===== config.mk =====
export PLATFORM = sky130hd
export DESIGN_NAME = spislave_le
export DESIGN_NICKNAME = d
export VERILOG_FILES = /design/src/rtl/spislave_le.sv
export SDC_FILE = /design/constraint.sdc
export NUM_CORES = 1
export LEC_CHECK = 0
export CAP_MARGIN = 20
export CORE_ASPECT_RATIO = 1.25
export CORE_MARGIN = 1
export CORE_UTILIZATION = 45
export CTS_CLUSTER_DIAMETER = 100
export CTS_CLUSTER_SIZE = 30
export DETAILED_ROUTE_END_ITERATION = 16
export PLACE_DENSITY_LB_ADDON = 0.08
export REMOVE_ABC_BUFFERS = 1
export SLEW_MARGIN = 20
export SYNTH_ARGS = -nofsm -noshare
export SYNTH_HDL_FRONTEND = slang
export SYNTH_SLANG_ARGS = --single-unit

===== constraint.sdc =====
create_clock -name clk -period 2.6 [get_ports clk]
set_input_delay 0.52 -clock clk [delete_from_list [all_inputs] [get_ports clk]]
set_output_delay 0.52 -clock clk [all_outputs]
set_load 0.05 [all_outputs]

===== src/rtl/spislave_le.sv =====
// spislave_le: SPI responder (CPOL=0, CPHA=0) for byte-swapped little-endian
// 16-bit words. SCL, MOSI and SS_N are oversampled on clk through SYNC_STAGES
// synchronizer flops. The CPU preloads the response word with we/tx and reads
// back rx/rx_bytes when rx_valid pulses.
// Optional build macro SPISLAVE_OVERRUN_EN adds the rd_ack input and the
// overrun output.
module spislave_le #(
  parameter int SYNC_STAGES = 2
) (
  input  logic        clk,
  input  logic        rst,
  input  logic        we,
  input  logic [15:0] tx,
  output logic [15:0] rx,
  output logic [1:0]  rx_bytes,
  output logic        rx_valid,
  output logic        running,
  input  logic        SCL,
  input  logic        MOSI,
  input  logic        SS_N,
  output logic        MISO,
  output logic        MISO_OE
`ifdef SPISLAVE_OVERRUN_EN
  ,
  input  logic        rd_ack,
  output logic        overrun
`endif
);

  typedef enum logic [1:0] {IDLE, ACTIVE, DONE} state_t;

  state_t state_reg, state_next;

  logic [SYNC_STAGES-1:0] scl_sync_reg, mosi_sync_reg, ss_sync_reg;
  logic                   scl_d_reg, ss_d_reg;
  logic                   s_scl, s_mosi, s_ss;
  logic                   scl_rise, scl_fall, ss_rise, ss_fall;

  logic [15:0] txbuf_reg;
  logic [15:0] shin_reg;
  // Bits still to be shifted out; the bit currently on the pin lives in MISO.
  logic [14:0] shout_reg;
  logic [4:0]  bitcnt_reg;

  logic [7:0]  first_byte_cand [8];
  logic [15:0] done_word;
  logic [1:0]  done_bytes;

  // Synchronizer chains plus one extra flop on SCL/SS_N for edge detection;
  // SS_N resets to its idle level so leaving reset never looks like a select.
  always_ff @(posedge clk or posedge rst) begin
    if (rst) begin
      scl_sync_reg  <= '0;
      mosi_sync_reg <= '0;
      ss_sync_reg   <= '1;
      scl_d_reg     <= 1'b0;
      ss_d_reg      <= 1'b1;
    end else begin
      scl_sync_reg  <= {scl_sync_reg[SYNC_STAGES-2:0], SCL};
      mosi_sync_reg <= {mosi_sync_reg[SYNC_STAGES-2:0], MOSI};
      ss_sync_reg   <= {ss_sync_reg[SYNC_STAGES-2:0], SS_N};
      scl_d_reg     <= s_scl;
      ss_d_reg      <= s_ss;
    end
  end

  assign s_scl    = scl_sync_reg[SYNC_STAGES-1];
  assign s_mosi   = mosi_sync_reg[SYNC_STAGES-1];
  assign s_ss     = ss_sync_reg[SYNC_STAGES-1];
  assign scl_rise = s_scl & ~scl_d_reg;
  assign scl_fall = ~s_scl & scl_d_reg;
  assign ss_rise  = s_ss & ~ss_d_reg;
  assign ss_fall  = ~s_ss & ss_d_reg;

  // State register.
  always_ff @(posedge clk or posedge rst) begin
    if (rst) state_reg <= IDLE;
    else     state_reg <= state_next;
  end

  // Next-state: select low starts a frame, select high ends it, DONE lasts one cycle.
  always_comb begin
    state_next = state_reg;
    unique case (state_reg)
      IDLE:    if (ss_fall) state_next = ACTIVE;
      ACTIVE:  if (ss_rise) state_next = DONE;
      DONE:    state_next = IDLE;
      default: state_next = IDLE;
    endcase
  end

  // With bitcnt = 8+k, the first complete byte sits at shin[bitcnt-1 -: 8].
  generate
    for (genvar gi = 8; gi < 16; gi++) begin : g_first_byte
      assign first_byte_cand[gi-8] = shin_reg[gi-1 -: 8];
    end
  endgenerate

  // Result of the frame as latched in the DONE cycle.
  always_comb begin
    done_word  = rx;
    done_bytes = 2'd0;
    if (bitcnt_reg == 5'd16) begin
      done_word  = {shin_reg[7:0], shin_reg[15:8]};
      done_bytes = 2'd2;
    end else if (bitcnt_reg >= 5'd8) begin
      done_word  = {8'h00, first_byte_cand[bitcnt_reg[2:0]]};
      done_bytes = 2'd1;
    end
  end

  // Datapath: response buffer, shift registers, bit counter and result registers.
  always_ff @(posedge clk or posedge rst) begin
    if (rst) begin
      txbuf_reg  <= '0;
      shin_reg   <= '0;
      shout_reg  <= '0;
      bitcnt_reg <= '0;
      MISO       <= 1'b0;
      rx         <= '0;
      rx_bytes   <= '0;
      rx_valid   <= 1'b0;
    end else begin
      rx_valid <= 1'b0;
      // Byte swap so the low byte of tx is shifted out first.
      if (we) txbuf_reg <= {tx[7:0], tx[15:8]};
      unique case (state_reg)
        IDLE: begin
          if (ss_fall) begin
            shout_reg  <= txbuf_reg[14:0];
            MISO       <= txbuf_reg[15];
            bitcnt_reg <= '0;
          end
        end
        ACTIVE: begin
          if (scl_rise) begin
            shin_reg <= {shin_reg[14:0], s_mosi};
            if (bitcnt_reg != 5'd16) bitcnt_reg <= bitcnt_reg + 5'd1;
          end
          if (scl_fall) begin
            MISO      <= shout_reg[14];
            shout_reg <= {shout_reg[13:0], 1'b0};
          end
        end
        DONE: begin
          rx       <= done_word;
          rx_bytes <= done_bytes;
          rx_valid <= (done_bytes != 2'd0);
        end
        default: ;
      endcase
    end
  end

  assign running = (state_reg == ACTIVE);
  assign MISO_OE = running;

`ifdef SPISLAVE_OVERRUN_EN
  logic pending_reg;

  // Track an unacknowledged result; a new result on top of it flags overrun.
  always_ff @(posedge clk or posedge rst) begin
    if (rst) begin
      pending_reg <= 1'b0;
      overrun     <= 1'b0;
    end else begin
      if (state_reg == DONE && done_bytes != 2'd0) begin
        pending_reg <= 1'b1;
        if (pending_reg && !rd_ack) overrun <= 1'b1;
        else if (rd_ack)            overrun <= 1'b0;
      end else if (rd_ack) begin
        pending_reg <= 1'b0;
        overrun     <= 1'b0;
      end
    end
  end
`endif

endmodule

==> key figures <==
Status
  • Status: complete, no violations

Setup path
  • Crit-path leading delay family: simple AND/OR/NAND/NOR gates
  • Slowest cell on crit path: nor2b_2
  • Req. time, crit path: 2.08 ns
  • Critical Path, Cell by Cell: nor2b_2 -> buf_4
  • CP peak stage delay: 0.54 ns
  • Crit Path Max Fanout: 10
  • Kind of end point of the critical path: output port
  • Buf+Inv Stages, Crit Path: 1
  • Data arrival, critical path: 1.65 ns
  • Startpoint types: flip-flop
  • Crit Path Category: flip-flop to output port

Cells and area
  • Seq. cell area: 2060 sq um
  • Fin nets: 346
  • Layout overhead on the synthesized area: 19.3%
  • Layout cells sized above 1: 22.9%
  • Design area: 4350 sq um
  • Fill count: 693
  • Multi-input gate area: 1450 sq um
  • ANT cells: 0

Timing
  • Fin. max-slew vios: 0
  • Final Hold Fails: 0
  • Slew headroom: 56.4%
  • Final period util: 83.5%
  • Pin slew with the least headroom to its limit: 0.654 ns
  • Final Setup Violations: 0
  • PnR worst setup slack: 0.429 ns
  • Fin Setup TNS: 0 ns
  • Clock Skews: 0.00827 ns
  • RSZ-0062 raised after global routing: false
  • Min cycle time layout: 2.17 ns
  • Peak Freq: 461 MHz

Die
  • Die Ht: 103 um
  • Core box area: 7840 sq um
  • Top Ports: 44
  • Rows: 36
  • Die Footprint: 8470 sq um
  • Starting Density: 46.5%
  • DIE WIDTH: 82.5 um

Placed design
  • GPL Wtd Cong: 0.773
  • Dpl ws: 0.769 ns
  • I/O Buffers: 43
  • Post-DP HPWL: 4570 um
  • Post-DP Area: 4170 sq um

GRT
  • GR peak layer: met2
  • Initial antenna violation count: 0
  • Gr ovfl total: 0
  • GR Layer Usage met2: 29.6%
  • GR Util All Layers: 17.9%
  • First-pass GRT wire length: 11300 um
  • Vias in the first global route: 2257
  • Largest net degree at the start of global routing: 39
  • Met3 usage: 4.87%
  • Grt met1 use: 22.3%

CTS
  • Clk root buf: clkbuf_8
  • Clock latency on the worst-skew pair: 0.35 ns
  • CTS buffer count: 9
  • Max Buffers Root-to-Sink: 2
  • Clock transition at path regs: 0.08 ns
  • CTS H-tree lvls: 3
  • Post-CTS Setup Inserts: 0
  • Hold buffers post-CTS: 0
  • Post-cts sizing count: 0
  • CTS tree: built
  • Sink Count: 82

Detailed routing
  • DRT Wirelength: 6550 um
  • DR vias/cell: 5.36
  • Drc violations: 0
  • TritonRoute pass-1 iters: 6
  • DRT iter0 DRCs: 79
  • Antenna Nets Post-Route: 0
  • Vias: 2261
  • Mean routed wirelength per cell: 15.5 um

Synth
  • YS warnings: 0
  • Mapped Cells: 276
  • Syn Std Cell Area: 3640 sq um
  • Seq/Total Area, Yosys: 56.4%
  • Synth area leader: dfrtp_1
  • Synth area leaders: dfrtp_1 54%, mux2i_1 10%, mux2_2 9.9%, nand2_1 2.9%, o21ai_0 2.7%
  • Synth cell types: 39
  • Number of synthesized flops with an enable pin: 0
  • #FFs+latches synth: 82
  • Top-area cell type share of the netlist area: 54.2%
  • Post-synth ARST share: 100%
  • Ys flop type: dfrtp_1
  • Mapped Avg Cell Area: 13.2 sq um

Power
  • Leakage power: 1.94 nW
  • Power Total: 0.00323 W
  • P per Cell Area: 744 nW/um^2
  • Largest vdd supply drop: 0.465 mV

Job
  • Max-cap violation count: 0

Min path
  • Hold Path Class: flip-flop to flip-flop
-- path summary, 6_finish.rpt --
| check | startpoint | end | slack, ns | cells after the start |
|---|---|---|---|---|
| min in group asynchronous | rst | shin_reg[9] | 0.51 | 2 |
| max in group asynchronous | rst | ss_d_reg | 1.42 | 3 |
| worst max register to register | bitcnt_reg[1] | rx[7] | 0.79 | 7 |
| worst min-delay path | scl_sync_reg[0] | scl_sync_reg[1] | 0.36 | 0 |
| worst min register to register | scl_sync_reg[0] | scl_sync_reg[1] | 0.36 | 0 |
| worst max-delay path | state_reg[0] | MISO_OE | 0.43 | 2 |
-- cells in the mapped netlist (2+ instances only) --
| cell type | count |
|---|---|
| dfrtp_1 | 79 |
| mux2i_1 | 37 |
| mux2_2 | 32 |
| nand2_1 | 28 |
| o21ai_0 | 20 |
| a22o_1 | 9 |
| a22oi_1 | 7 |
| buf_2 | 7 |
| buf_4 | 6 |
| inv_1 | 5 |
| mux4_2 | 4 |
| nor2_1 | 4 |
| a21oi_1 | 3 |
| a32oi_1 | 3 |
| dfstp_2 | 3 |
| a21o_1 | 2 |
| buf_6 | 2 |
| ha_1 | 2 |
| nand4_1 | 2 |
| xor2_1 | 2 |
-- per-stage QoR --
step	cells	hold slack, ns	utilization [%]
global placement	406	0.335	53.1
CTS	422	0.362	55.5
floorplan	258	0.331	-
detailed placement	406	0.337	53.1
finish	422	0.356	55.5
global route	422	0.363	55.5
-- final cells by class --
cell class                 instances  share of cell area (%)
tap                               95                    2.73
multi-input combinational        170                    33.4
inverter                           6                   0.576
clock inverter                     4                   0.604
sequential                        82                    47.3
timing repair buffer              53                    11.8
clock buffer                      12                    3.57
-- per-layer routing --
metal / vias to the layer above / share of wire, %
met4: 0 / 1.4
met3: 6 / 3.7
met1: 1121 / 45
met5: - / 0
met2: 48 / 50
li1: 1086 / -
-- cells in the final DEF, fill, tap and decap left out, types with 2 or more instances in the layout --
master	instances
a21o_1	2
a21oi_1	3
a22o_1	9
a22oi_1	7
a32oi_1	3
buf_4	11
clkbuf_8	11
clkdlybuf4s50_1	41
clkinv_2	4
dfrtp_1	79
dfstp_2	3
ha_1	2
inv_1	4
mux2_2	32
mux2i_1	37
mux4_2	4
nand2_1	28
nand4_1	2
nor2_1	4
o21ai_0	20
xor2_1	2
-- where the power goes --
group,switching [W],total [W],internal [W]
Clock,0.000444,0.000842,0.000398
Combinational,0.000360,0.000742,0.000381
Sequential,0.000178,0.00165,0.00147
-- logic make-up (layout without fill, tap and decap cells) --
kind of cell	count (synthesis)	count (layout)	synth area share, %
compound gates	47	47	8.58
xor+xnor	2	2	0.481
fa+ha+maj	2	2	0.686
buf+inv	24	75	3.81
flops	82	82	56.4
mux	73	73	22.5
simple gates	46	46	7.52
Note: power is estimated with default switching activity, not from simulation.
